`config.mk`:
```
export PLATFORM = sky130hd
export DESIGN_NAME = jt49_nch_flat
export DESIGN_NICKNAME = d
export VERILOG_FILES = /design/src/rtl/jt49_nch_if.sv /design/src/rtl/jt49_nch.sv /design/src/flat_wrapper.sv
export SDC_FILE = /design/constraint.sdc
export NUM_CORES = 1
export LEC_CHECK = 0
export ABC_AREA = 1
export BUFFER_PORTS_ARGS = -buffer_cell sky130_fd_sc_hd__buf_2
export CAP_MARGIN = 5
export CORE_MARGIN = 5
export CORE_UTILIZATION = 25
export CTS_CLUSTER_SIZE = 14
export DETAILED_ROUTE_END_ITERATION = 12
export SLEW_MARGIN = 40
export SYNTH_ARGS = -nofsm -noshare
export SYNTH_HDL_FRONTEND = slang
export SYNTH_SLANG_ARGS = --single-unit
```
`constraint.sdc`:
```
create_clock -name clk -period 7.05 [get_ports clk]
set_input_delay 1.41 -clock clk [delete_from_list [all_inputs] [get_ports clk]]
set_output_delay 1.41 -clock clk [all_outputs]
set_load 0.005 [all_outputs]
```
`src/rtl/jt49_nch_if.sv`:
```
// CPU-side register bus of the jt49_nch PSG core.
// Carries address, active-low chip select and write strobe, write data and registered read data.
interface jt49_nch_if;
  logic [4:0] addr;
  logic       cs_n;
  logic       wr_n;
  logic [7:0] din;
  logic [7:0] dout;

  modport master (output addr, cs_n, wr_n, din, input dout);
  modport slave  (input addr, cs_n, wr_n, din, output dout);
endinterface

```
`src/rtl/jt49_nch.sv`:
```
// jt49_nch: N-channel PSG core with square tones, shared LFSR noise, shared envelope and a log DAC per channel.
// Define PSG_STEREO_EN to add the pan register (0x18/0x19) and the snd_l/snd_r outputs.
//
// env state | meaning
// E_HOLD    | envelope frozen (after reset, or at cycle end when CONT=0 or HOLD=1)
// E_RUN     | envelope steps once per divider rollover, 32 steps per cycle
module jt49_nch #(
  parameter int NCH = 3,
  parameter int PW  = 12,
  parameter int EW  = 16,
  localparam int SW = 8 + $clog2(NCH + 1)
) (
  input  logic             clk,
  input  logic             rst_n,
  input  logic             cen,
  input  logic             sel,
  jt49_nch_if.slave        bus,
  output logic [8*NCH-1:0] chan,
  output logic [SW-1:0]    sound
`ifdef PSG_STEREO_EN
  ,
  output logic [SW-1:0]    snd_l,
  output logic [SW-1:0]    snd_r
`endif
);

  typedef enum logic {E_HOLD = 1'b0, E_RUN = 1'b1} env_st_t;

  localparam logic [7:0] T_HI_MASK = 8'((32'd1 << (PW - 8)) - 32'd1);
  localparam logic [7:0] E_HI_MASK = 8'((32'd1 << (EW - 8)) - 32'd1);
  localparam logic [0:31][7:0] LIN = {
    8'd0,   8'd1,   8'd2,   8'd2,   8'd2,   8'd3,   8'd3,   8'd4,
    8'd5,   8'd6,   8'd7,   8'd8,   8'd10,  8'd11,  8'd14,  8'd16,
    8'd19,  8'd23,  8'd27,  8'd32,  8'd38,  8'd45,  8'd54,  8'd64,
    8'd76,  8'd90,  8'd108, 8'd128, 8'd152, 8'd181, 8'd215, 8'd255
  };

  logic [7:0]     tper_lo [NCH];
  logic [7:0]     tper_hi [NCH];
  logic [4:0]     vol     [NCH];
  logic [4:0]     nper;
  logic [NCH-1:0] tdis;
  logic [NCH-1:0] ndis;
  logic [7:0]     eper_lo;
  logic [7:0]     eper_hi;
  logic [3:0]     eshape;
`ifdef PSG_STEREO_EN
  localparam logic [15:0] PAN_MASK = 16'((32'd1 << (2 * NCH)) - 32'd1);
  logic [15:0]    pan;
`endif

  logic       wr;
  logic       env_wr;
  logic [3:0] shape_nx;
  logic [7:0] rdata;

  assign wr       = !bus.cs_n && !bus.wr_n;
  assign env_wr   = wr && (bus.addr == 5'h17);
  // a shape write coinciding with a tick restarts with the new shape
  assign shape_nx = env_wr ? bus.din[3:0] : eshape;

  always_comb begin
    rdata = '0;
    for (int i = 0; i < NCH; i++) begin
      if (bus.addr == 5'(2 * i))     rdata = tper_lo[i];
      if (bus.addr == 5'(2 * i + 1)) rdata = tper_hi[i];
      if (bus.addr == 5'(15 + i))    rdata = {3'b000, vol[i]};
    end
    case (bus.addr)
      5'h0C:   rdata = {3'b000, nper};
      5'h0D:   rdata = 8'(tdis);
      5'h0E:   rdata = 8'(ndis);
      5'h15:   rdata = eper_lo;
      5'h16:   rdata = eper_hi;
      5'h17:   rdata = {4'h0, eshape};
`ifdef PSG_STEREO_EN
      5'h18:   rdata = pan[7:0];
      5'h19:   rdata = pan[15:8];
`endif
      default: ;
    endcase
  end

  always_ff @(posedge clk) begin
    if (!rst_n) begin
      for (int i = 0; i < NCH; i++) begin
        tper_lo[i] <= '0;
        tper_hi[i] <= '0;
        vol[i]     <= '0;
      end
      nper     <= '0;
      tdis     <= '0;
      ndis     <= '0;
      eper_lo  <= '0;
      eper_hi  <= '0;
      eshape   <= '0;
`ifdef PSG_STEREO_EN
      pan      <= '0;
`endif
      bus.dout <= '0;
    end else begin
      if (!bus.cs_n) bus.dout <= rdata;
      if (wr) begin
        for (int i = 0; i < NCH; i++) begin
          if (bus.addr == 5'(2 * i))     tper_lo[i] <= bus.din;
          if (bus.addr == 5'(2 * i + 1)) tper_hi[i] <= bus.din & T_HI_MASK;
          if (bus.addr == 5'(15 + i))    vol[i]     <= bus.din[4:0];
        end
        case (bus.addr)
          5'h0C:   nper    <= bus.din[4:0];
          5'h0D:   tdis    <= bus.din[NCH-1:0];
          5'h0E:   ndis    <= bus.din[NCH-1:0];
          5'h15:   eper_lo <= bus.din;
          5'h16:   eper_hi <= bus.din & E_HI_MASK;
          5'h17:   eshape  <= bus.din[3:0];
`ifdef PSG_STEREO_EN
          5'h18:   pan[7:0]  <= bus.din & PAN_MASK[7:0];
          5'h19:   pan[15:8] <= bus.din & PAN_MASK[15:8];
`endif
          default: ;
        endcase
      end
    end
  end

  // Prescaler: terminal count at zero gives the generator tick
  logic [3:0] pre;
  logic       cen_ch;
  assign cen_ch = cen && (pre == 4'd0);

  logic [PW-1:0] tper [NCH];
  logic [PW-1:0] tlim [NCH];
  logic [4:0]    nlim;
  logic [EW-1:0] eper;
  logic [EW-1:0] elim;

  always_comb begin
    for (int i = 0; i < NCH; i++) begin
      tper[i] = PW'({tper_hi[i], tper_lo[i]});
      tlim[i] = (tper[i] == '0) ? '0 : tper[i] - PW'(1);
    end
    nlim = (nper == 5'd0) ? 5'd0 : nper - 5'd1;
    eper = EW'({eper_hi, eper_lo});
    elim = (eper == '0) ? '0 : eper - EW'(1);
  end

  logic [PW-1:0]  tcnt [NCH];
  logic [NCH-1:0] tone;
  logic [4:0]     ncnt;
  logic [16:0]    lfsr;
  logic [EW-1:0]  ecnt;
  logic [4:0]     estep;
  logic [4:0]     env;
  logic           edir;
  logic           env_pend;
  env_st_t        est;

  always_ff @(posedge clk) begin
    if (!rst_n) begin
      pre      <= '0;
      for (int i = 0; i < NCH; i++) tcnt[i] <= '0;
      tone     <= '0;
      ncnt     <= '0;
      lfsr     <= 17'h1;
      ecnt     <= '0;
      estep    <= '0;
      env      <= '0;
      edir     <= 1'b0;
      env_pend <= 1'b0;
      est      <= E_HOLD;
    end else begin
      if (cen) pre <= (pre == 4'd0) ? (sel ? 4'd7 : 4'd15) : pre - 4'd1;

      if (cen_ch)      env_pend <= 1'b0;
      else if (env_wr) env_pend <= 1'b1;

      if (cen_ch) begin
        // >= rather than == so a period lowered below the count ends the cycle at once
        for (int i = 0; i < NCH; i++) begin
          if (tcnt[i] >= tlim[i]) begin
            tcnt[i] <= '0;
            tone[i] <= ~tone[i];
          end else begin
            tcnt[i] <= tcnt[i] + PW'(1);
          end
        end

        if (ncnt >= nlim) begin
          ncnt <= '0;
          lfsr <= {lfsr[0] ^ lfsr[3], lfsr[16:1]};
        end else begin
          ncnt <= ncnt + 5'd1;
        end

        if (env_pend || env_wr) begin
          ecnt  <= '0;
          estep <= '0;
          edir  <= shape_nx[2];
          env   <= shape_nx[2] ? 5'd0 : 5'd31;
          est   <= E_RUN;
        end else if (est == E_RUN) begin
          if (ecnt >= elim) begin
            ecnt <= '0;
            if (estep == 5'd31) begin
              estep <= '0;
              if (!eshape[3]) begin
                env <= 5'd0;
                est <= E_HOLD;
              end else if (eshape[0]) begin
                env <= (eshape[2] ^ eshape[1]) ? 5'd31 : 5'd0;
                est <= E_HOLD;
              end else begin
                edir <= edir ^ eshape[1];
                env  <= (edir ^ eshape[1]) ? 5'd0 : 5'd31;
              end
            end else begin
              estep <= estep + 5'd1;
              env   <= edir ? env + 5'd1 : env - 5'd1;
            end
          end else begin
            ecnt <= ecnt + EW'(1);
          end
        end
      end
    end
  end

  logic [4:0]    level [NCH];
  logic [SW-1:0] sum_c;
`ifdef PSG_STEREO_EN
  logic [SW-1:0] sum_l;
  logic [SW-1:0] sum_r;
`endif

  always_comb begin
    sum_c = '0;
`ifdef PSG_STEREO_EN
    sum_l = '0;
    sum_r = '0;
`endif
    for (int i = 0; i < NCH; i++) begin
      sum_c = sum_c + SW'(chan[8*i +: 8]);
`ifdef PSG_STEREO_EN
      // pan {R,L}: one bit set selects that side only, 00 or 11 feeds both
      if (pan[2*i] || !pan[2*i+1]) sum_l = sum_l + SW'(chan[8*i +: 8]);
      if (pan[2*i+1] || !pan[2*i]) sum_r = sum_r + SW'(chan[8*i +: 8]);
`endif
    end
  end

  // Mixer -> DAC -> sum, one register each on cen
  always_ff @(posedge clk) begin
    if (!rst_n) begin
      for (int i = 0; i < NCH; i++) level[i] <= '0;
      chan  <= '0;
      sound <= '0;
`ifdef PSG_STEREO_EN
      snd_l <= '0;
      snd_r <= '0;
`endif
    end else if (cen) begin
      for (int i = 0; i < NCH; i++) begin
        if ((tone[i] | tdis[i]) & (lfsr[0] | ndis[i]))
          level[i] <= vol[i][4] ? env : {vol[i][3:0], vol[i][3]};
        else
          level[i] <= 5'd0;
        chan[8*i +: 8] <= LIN[level[i]];
      end
      sound <= sum_c;
`ifdef PSG_STEREO_EN
      snd_l <= sum_l;
      snd_r <= sum_r;
`endif
    end
  end

endmodule

```
`src/flat_wrapper.sv`:
```
// flat-port wrapper written by rule: the top's interface ports become plain ports
module jt49_nch_flat 
#(
  parameter int NCH = 3,
  parameter int PW  = 12,
  parameter int EW  = 16,
  localparam int SW = 8 + $clog2(NCH + 1)
)
  (clk, rst_n, cen, sel, chan, sound, bus_addr, bus_cs_n, bus_wr_n, bus_din, bus_dout);
  jt49_nch_if bus_i ();
  input  logic clk;
  input  logic rst_n;
  input  logic cen;
  input  logic sel;
  output logic [8*NCH-1:0] chan;
  output logic [SW-1:0] sound;
  input wire logic [$bits(bus_i.addr)-1:0] bus_addr;
  input wire logic [$bits(bus_i.cs_n)-1:0] bus_cs_n;
  input wire logic [$bits(bus_i.wr_n)-1:0] bus_wr_n;
  input wire logic [$bits(bus_i.din)-1:0] bus_din;
  output wire logic [$bits(bus_i.dout)-1:0] bus_dout;
  assign bus_i.addr = bus_addr;
  assign bus_i.cs_n = bus_cs_n;
  assign bus_i.wr_n = bus_wr_n;
  assign bus_i.din = bus_din;
  assign bus_dout = bus_i.dout;
  jt49_nch #(.NCH(NCH), .PW(PW), .EW(EW)) u_core (.clk(clk), .rst_n(rst_n), .cen(cen), .sel(sel), .bus(bus_i), .chan(chan), .sound(sound));
endmodule
```
; Yosys cells after proc, flatten, opt, wreduce, memory -nomap -nowiden
; Memories as Yosys holds them, arrays and structs flattened. A register that Yosys moved wholly into a read port is not among the register bits.
; Cells that the tools add are included.
[word_totals]
regBits = 107
mem_bits_rw = 102
mem_bits_ro = 768
input_bits = 19
out_inout_bits = 42
elab_cells = 296
mem_count = 8
[mem_list]
columns = name, depth, width, read_ports, rd_clocked_by_memory_dff, wr, line
row1 = (name not given), 32, 8, 1, 1, 0, jt49_nch.sv:267  ; chan[8*i +: 8] <= LIN[level[i]];
row2 = (name not given), 32, 8, 1, 1, 0, jt49_nch.sv:267
row3 = (name not given), 32, 8, 1, 1, 0, jt49_nch.sv:267
row4 = u_core.tcnt, 3, 12, 3, 0, 3, jt49_nch.sv:147  ; logic [PW-1:0] tcnt [NCH];
row5 = u_core.tper_lo, 3, 8, 3, 0, 3, jt49_nch.sv:38  ; logic [7:0] tper_lo [NCH];
row6 = u_core.level, 3, 5, 3, 0, 3, jt49_nch.sv:228  ; logic [4:0] level [NCH];
row7 = +2 memories, n/a, n/a, n/a, n/a, n/a, n/a
[classes]
n_addsub = 16
order_cmp = 5
eq_ne = 16
n_mux = 157
bitwise = 40
reduce_logical = 34
[op_table]
columns = op, count
row1 = 2-to-1 mux 5 bit, 28
row2 = 2-to-1 mux 12 bit, 9
row3 = 2-to-1 mux 1 bit, 97
row4 = 2-to-1 mux 8 bit, 12
row5 = 2-to-1 mux 16 bit, 4
row6 = case mux 8 bit (6 select lines), 1
row7 = "adder 12 x 1 -> 12 bit, second input constant", 3
row8 = >= comparator 12 bit, 3
row9 = zero test 12 bit, 3
row10 = "subtractor 12 x 1 -> 12 bit, second input constant", 3
row11 = "equality test 5 bit, second input constant", 6
row12 = OR 1 bit, 27
row13 = AND reduction 2 bit, 11
row14 = "equality test 5 x 4 -> 1 bit, second input constant", 4
row15 = 2-to-1 mux 4 bit, 5
row16 = NOT 5 -> 6 bit, 3
row17 = "adder 16 x 1 -> 16 bit, second input constant", 1
row18 = >= comparator 16 bit, 1
row19 = zero test 16 bit, 1
row20 = "subtractor 16 x 1 -> 16 bit, second input constant", 1
row21 = "adder 5 x 1 -> 5 bit, second input constant", 3
row22 = adder 10 x 8 -> 10 bit, 1
row23 = "equality test 5 x 2 -> 1 bit, second input constant", 2
row24 = "equality test 5 x 3 -> 1 bit, second input constant", 2
row25 = 19 further kinds, 37

; Longest topological paths before layout
; Gate-level depths: netlist (run 1).
[logic_depth]
depth_word = 11
mapped_depth = 22
depth_no_buf = 20

; Least setup slack after synthesis (run 1)
; OpenSTA, ideal clock, no wires.
[synth_path]
kind = input-to-reg
startpoint = in bus_addr[3]
endpoint = mem u_core.tper_lo[0][0], enable pin
setup_ns = 0.384
arrival_time_ns = 2.708
t_required_ns = 6.666
slack_ns = 3.958
path_stages = 5
n_path_buf = 0
cell_sequence = nor2_1 -> inv_1 -> nor2_1 -> inv_1 -> o21ai_0
[synth_rtl]
columns = element, line
row1 = start: declaration, flat_wrapper.sv:17  ; input wire logic [$bits(bus_i.addr)-1:0] bus_addr;
row2 = end: declaration, jt49_nch.sv:38

==> impl_metrics.ini, run 1 <==
[worst_setup_path]
max_stage_delay_ps = 440
path_buf_inv = 1
cp-endpoint = u_core.tcnt[2][3]$_SDFFCE_PN0P_
crit_start = u_core.tper_lo[0][18]$_DFFE_PP_
critical-path-top-delay-family = simple AND/OR/NAND/NOR gates
worstSetupEndpointType = register
path_class = register to register
cp_max_fo = 12
crit_top_cell = nand2_1
r2r-end = u_core.tcnt[2][3]$_SDFFCE_PN0P_
critical_path_required_ps = 7350
reg2reg_depth = 15
r2r_slack_ps = 3500
start_kind = register
cp.depth = 15
critical_path.slowest_cell = edfxtp_1
crit_chain = nor2_1 -> nand2_1 -> nor3_1 -> nand2_1 -> nor4_1 -> xor2_1 -> nand2_1 -> ha_1 -> nand2_1 -> inv_1 -> nand3_1 -> or3_1 -> nand4_1 -> or2_1 -> nor2_1
rr_startpoint = u_core.tper_lo[0][18]$_DFFE_PP_
worstPathArrival_ps = 3850

[yosys]
synth_edf_count = 97
synthXorXnorAreaFrac_pct = 4.562
syn-cell-area_sq_um = 14400
synth_cells = 1894
ys_seq_area_share_pct = 39.13
syn_nets = 2021
synth_top_family_by_area = simple AND/OR/NAND/NOR gates
synth_cell_types = 60
synth_area_per_cell_sq_um = 7.603
synth-simple-area-share_pct = 26.65
synth-async-reset-ratio_pct = 0
synth_mux_area_share_pct = 0.06951
ys_ff_latch = 233
ys.flop_type = dfxtp_1
synth_fa_ha_area_share_pct = 9.540
synth_warnings = 0
synth_compound_area_share_pct = 12.89

[floorplanning]
initial_core_util_pct = 25.10
dieWidth_um = 250
die-height_um = 250
std_cell_rows = 88
die-area_sq_um = 62500
pin_count = 61
fp.coreArea_sq_um = 57370

[global_routing]
grtUsageTotal_pct = 11.88
antenna_found_initial = 6
first_global_vias = 11930
grt_pass1_wl_um = 62610
grt_overflow = 0
grt_max_degree = 73

[placement]
dp.cells = 2681
port_buffers = 60
dp_slack_ps = 3352
hpwl_um = 29340
globalplace.congestion = 0.8856

[cells_and_area]
seq_area_sq_um = 5635
area_growth_pct = 14.33
fin_nets = 2072
instances_no_fill = 2732
multi_input_area_sq_um = 7752
n_fill_cell = 6114
drive_above_1_share_pct = 7.782

[sta]
timing.fmax_mhz = 281.8
fin_crit_sh_pct = 50.33
rsz0062_at_grt = false
fin_skew_ps = 26.31
fin_setup_tns_ps = 0
tightestPinTransition_ps = 784.9
setup_viol = 0
hold_violations = 0
fin_ws_ps = 3502
max_slew_margin_pct = 47.60
whs_ps = 451.8
period_minus_slack_ps = 3548
slew_violations = 0

[routing]
avgViaCountPerCell = 4.664
wl_um = 38560
drt-initial-drc-count = 943
antenna_left = 0
drc = 0
routedWlPerCell_um = 14.11
vias = 12740
dr.pass1.iters = 5

[cts]
cts_root_buf = clkbuf_16
clkSinkCount = 233
htree_levels = 1
post_cts_resized = 0
cts_hold_buffers = 0
clkLatencyLatePin_ps = 570
path_clk_slew_ps = 60
cts.path.max_buffers = 3
cts_buffers = 27
postCtsSetupBuffers = 0
cts_tree = done

[hold_path]
hold_path_class = register to register

[status]
status = finished clean

[pwr]
ir_worst_vdd_mv = 0.1460
p_leak_nw = 6.984
p_per_area_nw_per_um2 = 211.5

[job]
cap_viol_max_count = 0
-- how the worst min path moves through the flow --
| stage | depth (start not counted) | endpoint | start | slack [ps] |
|---|---|---|---|---|
| after floorplan | 2 | u_core.tdis[1]$_SDFFE_PN0P_ | u_core.tdis[1]$_SDFFE_PN0P_ | 440 |
| after CTS | 2 | u_core.sound[8]$_SDFFE_PN0P_ | u_core.sound[8]$_SDFFE_PN0P_ | 460 |
| after detailed placement | 2 | u_core.sound[8]$_SDFFE_PN0P_ | u_core.sound[8]$_SDFFE_PN0P_ | 440 |
| after global placement | 2 | u_core.sound[8]$_SDFFE_PN0P_ | u_core.sound[8]$_SDFFE_PN0P_ | 440 |
| after global routing | 2 | u_core.sound[8]$_SDFFE_PN0P_ | u_core.sound[8]$_SDFFE_PN0P_ | 470 |
| final | 2 | u_core.sound[8]$_SDFFE_PN0P_ | u_core.sound[8]$_SDFFE_PN0P_ | 450 |
-- state kept, by name (all words and copies together), names as in the netlist, 8 cells and up --
name	count
u_core.tper_hi	12
u_core.ecnt	16
u_core.sound	10
u_core.bus.dout	8
u_core.chan	24
u_core.tcnt	36
u_core.eper_hi	8
u_core.eper_lo	8
u_core.level	15
u_core.tper_lo	24
u_core.lfsr	17
u_core.vol	15
-- through the flow --
step                      total power [mW]  instance area, sq um  utilization [%]
after floorplan                      1.893                 14400                -
after global placement               2.018                 15510            27.05
after detailed placement             2.032                 15510            27.05
after CTS                            3.526                 16450            28.68
after global routing                 3.657                 16460            28.69
final                                3.482                 16460            28.70
-- worst register-to-register path: stages (launching register included) --
cell	delay (ps)
edfxtp_1	440
nor2_1	150
nand2_1	80
nor3_1	380
nand2_1	170
nor4_1	270
xor2_1	200
nand2_1	70
ha_1	300
nand2_1	70
inv_1	50
nand3_1	100
or3_1	320
nand4_1	170
or2_1	420
nor2_1	90
-- cell usage in the layout, fill, tap and decap left out, types with 6 or more instances in the layout --
cell type,Yosys,final
inv_2,7,7
ha_1,105,105
nand3_1,125,125
a21oi_1,141,141
edfxtp_1,97,97
o21ai_0,116,113
nand4_1,28,28
o22ai_1,7,7
xnor2_1,28,28
clkbuf_1,30,6
nand2_1,355,355
a22o_1,11,11
inv_1,217,216
o211ai_1,6,6
nand3b_1,6,6
or2_2,15,15
dfxtp_1,136,136
nor2_1,283,282
nor3_1,34,34
xor2_1,47,47
clkinv_2,0,6
clkbuf_16,0,29
buf_2,4,60
-- metal layers --
metal / routed length [um] / share of wire [%] / GRT usage (%)
met2: 17500 / 45 / 19.44
met3: 2447 / 6.3 / 2.741
met1: 17760 / 46 / 16.04
met4: 782 / 2.0 / 2.666
met5: 68 / 0.18 / 0
-- final cells by class --
type	instances	area share (%)
multi-input combinational	1393	47.09
sequential	233	34.23
tap	765	5.814
inverter	226	5.168
clock buffer	39	4.841
timing repair buffer	64	2.006
clock inverter	11	0.8360
antenna	1	0.01520
-- cell usage after synthesis (2+ instances only) --
master	instances	share of area (%)
o311ai_0	5	0.30
o31ai_1	3	0.16
o22ai_1	7	0.30
ha_1	105	9.1
dfxtp_1	136	19
a211oi_1	2	0.10
fa_1	3	0.42
nor2_2	3	0.13
clkbuf_1	30	0.78
a32o_1	5	0.35
buf_1	4	0.10
nor2_4	2	0.16
xnor2_1	28	1.7
and2_1	2	0.087
nor3_1	34	1.2
nand3b_1	6	0.31
o211ai_1	6	0.31
or3_1	3	0.13
nor2_1	283	7.4
nand2_1	355	9.3
nor4_1	5	0.22
a22oi_1	5	0.26
xor2_1	47	2.9
a22o_1	11	0.67
o221ai_1	5	0.30
or2_2	15	0.65
a31oi_1	5	0.22
edfxtp_1	97	20
inv_2	7	0.18
o21bai_1	3	0.16
nor2_8	2	0.28
inv_1	217	5.7
a32oi_1	2	0.12
o2111ai_1	3	0.18
buf_2	4	0.14
o21a_1	2	0.10
buf_4	2	0.10
a21o_1	4	0.21
a21oi_1	141	4.9
or2_1	3	0.13
nand4_1	28	1.2
nor3b_1	5	0.26
nand3_1	125	4.3
nand2_4	3	0.23
o21ai_0	116	4.0
-- cell families (layout without fill, tap and decap cells) --
logic type      Yosys count  count (layout)
flops                   233             233
other cells               0               1
simple gates            881             881
buf+inv                 268             340
compound gates          328             328
xor+xnor                 75              75
mux                       1               1
fa+ha+maj               108             108
-- where the power goes --
| group | internal [mW] | leakage, nW | switching [mW] |
|---|---|---|---|
| clock | 0.895 | 0.465 | 0.584 |
| sequential | 1.48 | 2.08 | 0.0780 |
| combinational | 0.161 | 4.44 | 0.283 |
Power figures use the tool's default switching activity.
==> inputs of run 2 (changes only) <==
--- a/config.mk
+++ b/config.mk
@@ -5,7 +5,7 @@
 export SDC_FILE = /design/constraint.sdc
 export NUM_CORES = 1
 export LEC_CHECK = 0
-export ABC_AREA = 1
+export ABC_AREA = 0
 export BUFFER_PORTS_ARGS = -buffer_cell sky130_fd_sc_hd__buf_2
 export CAP_MARGIN = 5
 export CORE_MARGIN = 5
==> constraint.sdc (replaced) <==
create_clock -name clk -period 3.6 [get_ports clk]
set_input_delay 0.72 -clock clk [delete_from_list [all_inputs] [get_ports clk]]
set_output_delay 0.72 -clock clk [all_outputs]
set_load 0.005 [all_outputs]
==> impl_metrics.ini, run 2 <==
[yosys]
synth_top_area_share_pct = 20.82
synth_edf_count = 97
synthTopCellsByCount = 215 x nor2_1, 171 x nand2_1, 136 x dfxtp_1
ys_seq_area_share_pct = 40.27
synth.largest_area_cell = edfxtp_1
ys_ff_latch = 233
ys_top_cells_by_area = edfxtp_1 21%, dfxtp_1 19%, ha_1 9.4%, nor2_1 5.8%, nand2_1 4.6%
synth_cell_types = 72
yosysMostFrequentCell = nor2_1
synth_warnings = 0
synth_cells = 1568
synth_area_per_cell_sq_um = 8.924
synth-async-reset-ratio_pct = 0
syn-cell-area_sq_um = 13990
syn_nets = 1695
ys.flop_type = dfxtp_1

[routing]
dr.pass1.iters = 6
avgViaCountPerCell = 4.837
vias = 11590
drt-initial-drc-count = 681
drc = 0
antenna_left = 0
routedWlPerCell_um = 15.52
wl_um = 37190

[cts]
clkSinkCount = 233
cts_tree = done
htree_levels = 1
clkLatencyLatePin_ps = 540
cts_root_buf = clkbuf_16
cts_buffers = 25
path_clk_slew_ps = 60
cts_hold_buffers = 0
cts.path.max_buffers = 3

[cells_and_area]
n_antenna_cell = 0
seq_area_sq_um = 5635
reg_top3 = u_core.tcnt (36), u_core.chan (24), u_core.tper_lo (24)
layout_common_cells = 213 x nor2_1, 170 x nand2_1, 136 x dfxtp_1, 105 x ha_1
fin_nets = 1757
area_growth_pct = 15.53
n_fill_cell = 5848
largest_reg_flops = 36
final_common_cell = nor2_1
largest-register = u_core.tcnt
instances_no_fill = 2396
drive_above_1_share_pct = 11.29
multi_input_area_sq_um = 7988

[global_routing]
grt_pass1_wl_um = 59990
grt_max_degree = 57
first_global_vias = 11300
antenna_found_initial = 3
grtUsageTotal_pct = 11.93
grt_overflow = 0

[floorplanning]
fp.coreArea_sq_um = 55310
die-area_sq_um = 60800
initial_core_util_pct = 25.30
die-height_um = 246.6
pin_count = 61
std_cell_rows = 86
dieWidth_um = 246.6

[worst_setup_path]
path_class = register to register
critical_path.slowest_cell = or4b_2
critical_path_required_ps = 4010
max_stage_delay_ps = 660
worstPathArrival_ps = 3840
r2r-end = u_core.tcnt[2][10]$_SDFFCE_PN0P_
worstSetupEndpointType = register
rr_startpoint = u_core.tper_lo[0][23]$_DFFE_PP_
crit_chain = nor4_4 -> nand3_1 -> or4b_2 -> and2_1 -> ha_1 -> nand2b_1 -> a21o_1 -> a21oi_1 -> o21ai_0 -> a311oi_2 -> nand2_1 -> buf_4 -> nor2_1
start_kind = register
reg2reg_depth = 13
r2r_slack_ps = 170
cp_max_fo = 11

[sta]
fin_crit_sh_pct = 95.37
fin_skew_ps = 25.82
max_slew_margin_pct = 50.90
setup_viol = 0
period_minus_slack_ps = 3433
hold_violations = 0
tightestPinTransition_ps = 735.5
slew_violations = 0
timing.fmax_mhz = 291.3
whs_ps = 456.0

[hold_path]
min_from = u_core.sound[9]$_SDFFE_PN0P_
min_path_cells = 2
holdPathEnd = u_core.sound[9]$_SDFFE_PN0P_
hold_path_class = register to register

[status]
status = finished clean

[pwr]
p_per_area_nw_per_um2 = 390.5
p_leak_nw = 6.302
ir_worst_vdd_mv = 0.2634

[placement]
port_buffers = 60
dp.cells = 2349
globalplace.congestion = 0.8432
hpwl_um = 28230

[job]
cap_viol_max_count = 0
## run 2: cell types whose count changed after synthesis, sizes merged, moves of 21 or more
cell    before  now
nor2       290  215
nand2b       0   23
nand2      360  171
inv        225   47
mux2i        1   61
xor2        47   68
o21ai      117   65
nand3      125   66
a21oi      141   97
## run 2: layout make-up
cell class / count / share of cell area [%]
multi-input combinational: 1216 / 49.41
sequential: 233 / 34.86
tap: 748 / 5.789
timing repair buffer: 107 / 4.040
clock inverter: 12 / 0.3792
inverter: 47 / 1.091
clock buffer: 33 / 4.435
## run 2: cells by family (layout without fill, tap and decap cells)
kind of cell,Yosys count,count (layout),synth area share (%)
AO/OA/AOI/OAI,310,310,14.57
XOR/XNOR,109,109,6.822
adder cells (fa/ha/maj),108,108,9.818
buffers and inverters,119,199,3.344
flip-flops,233,233,40.27
multiplexers,67,67,4.846
AND/OR/NAND/NOR,622,622,20.32
## run 2: power by group
| part | switching [mW] | total [mW] | internal (mW) | leakage (nW) |
|---|---|---|---|---|
| Sequential | 0.157 | 3.04 | 2.88 | 2.08 |
| Combinational | 0.470 | 0.806 | 0.336 | 3.82 |
| Clock | 1.07 | 2.47 | 1.40 | 0.400 |
| Total | 1.70 | 6.31 | 4.61 | 6.30 |
## run 2: worst max-delay path by stage
stage,startpoint,to,slack [ps],cells past startpoint
after global placement,u_core.eper_hi[0]$_SDFFE_PN0P_,u_core.env[2]$_SDFFE_PN0P_,40,12
final,u_core.tper_lo[0][23]$_DFFE_PP_,u_core.tcnt[2][10]$_SDFFCE_PN0P_,170,13
after CTS,u_core.tper_lo[0][14]$_DFFE_PP_,u_core.tcnt[1][10]$_SDFFCE_PN0P_,40,14
after global routing,u_core.eper_hi[0]$_SDFFE_PN0P_,u_core.estep[3]$_SDFFE_PN0P_,-30,13
after detailed placement,u_core.eper_hi[0]$_SDFFE_PN0P_,u_core.env[0]$_SDFFE_PN0P_,-50,12
after floorplan,u_core.tper_lo[0][22]$_DFFE_PP_,u_core.tcnt[2][10]$_SDFFCE_PN0P_,40,14
## run 2: what timing repair did
| item | in CTS | in global routing |
|---|---|---|
| endpoints found under the setup margin | 4 | 66 |
| pin swaps | 0 | 3 |
| resized for setup | 1 | 16 |
| buffers inserted | 0 | 2 |
## run 2: worst max-delay path, delay by kind of cell (launching register included)
kind | cells | cell delay, ps
flip-flops | 1 | 430
adder cells (fa/ha/maj) | 1 | 260
AO/OA/AOI/OAI | 4 | 730
buffers and inverters | 1 | 180
AND/OR/NAND/NOR | 7 | 1690
## run 2: stage by stage
stage | setup TNS [ps] | setup WS [ps] | power, mW | instance area [sq um] | utilization [%]
finish | 0 | 166.7 | 6.314 | 16170 | 29.23
global route | -88.41 | -26.06 | 6.595 | 16170 | 29.23
CTS | 0 | 39.35 | 6.354 | 16060 | 29.04
detailed placement | -142.0 | -47.42 | 3.879 | 15280 | 27.63
global placement | 0 | 41.93 | 3.851 | 15280 | 27.63
floorplan | 0 | 36.72 | 3.595 | 14000 | -
## run 2: routing by layer
| metal | part of all wire (%) | track usage (%) |
|---|---|---|
| met4 | 3.7 | 4.365 |
| met2 | 49 | 21.36 |
| met3 | 4.6 | 1.671 |
| met1 | 43 | 14.57 |
| met5 | 0 | 0 |
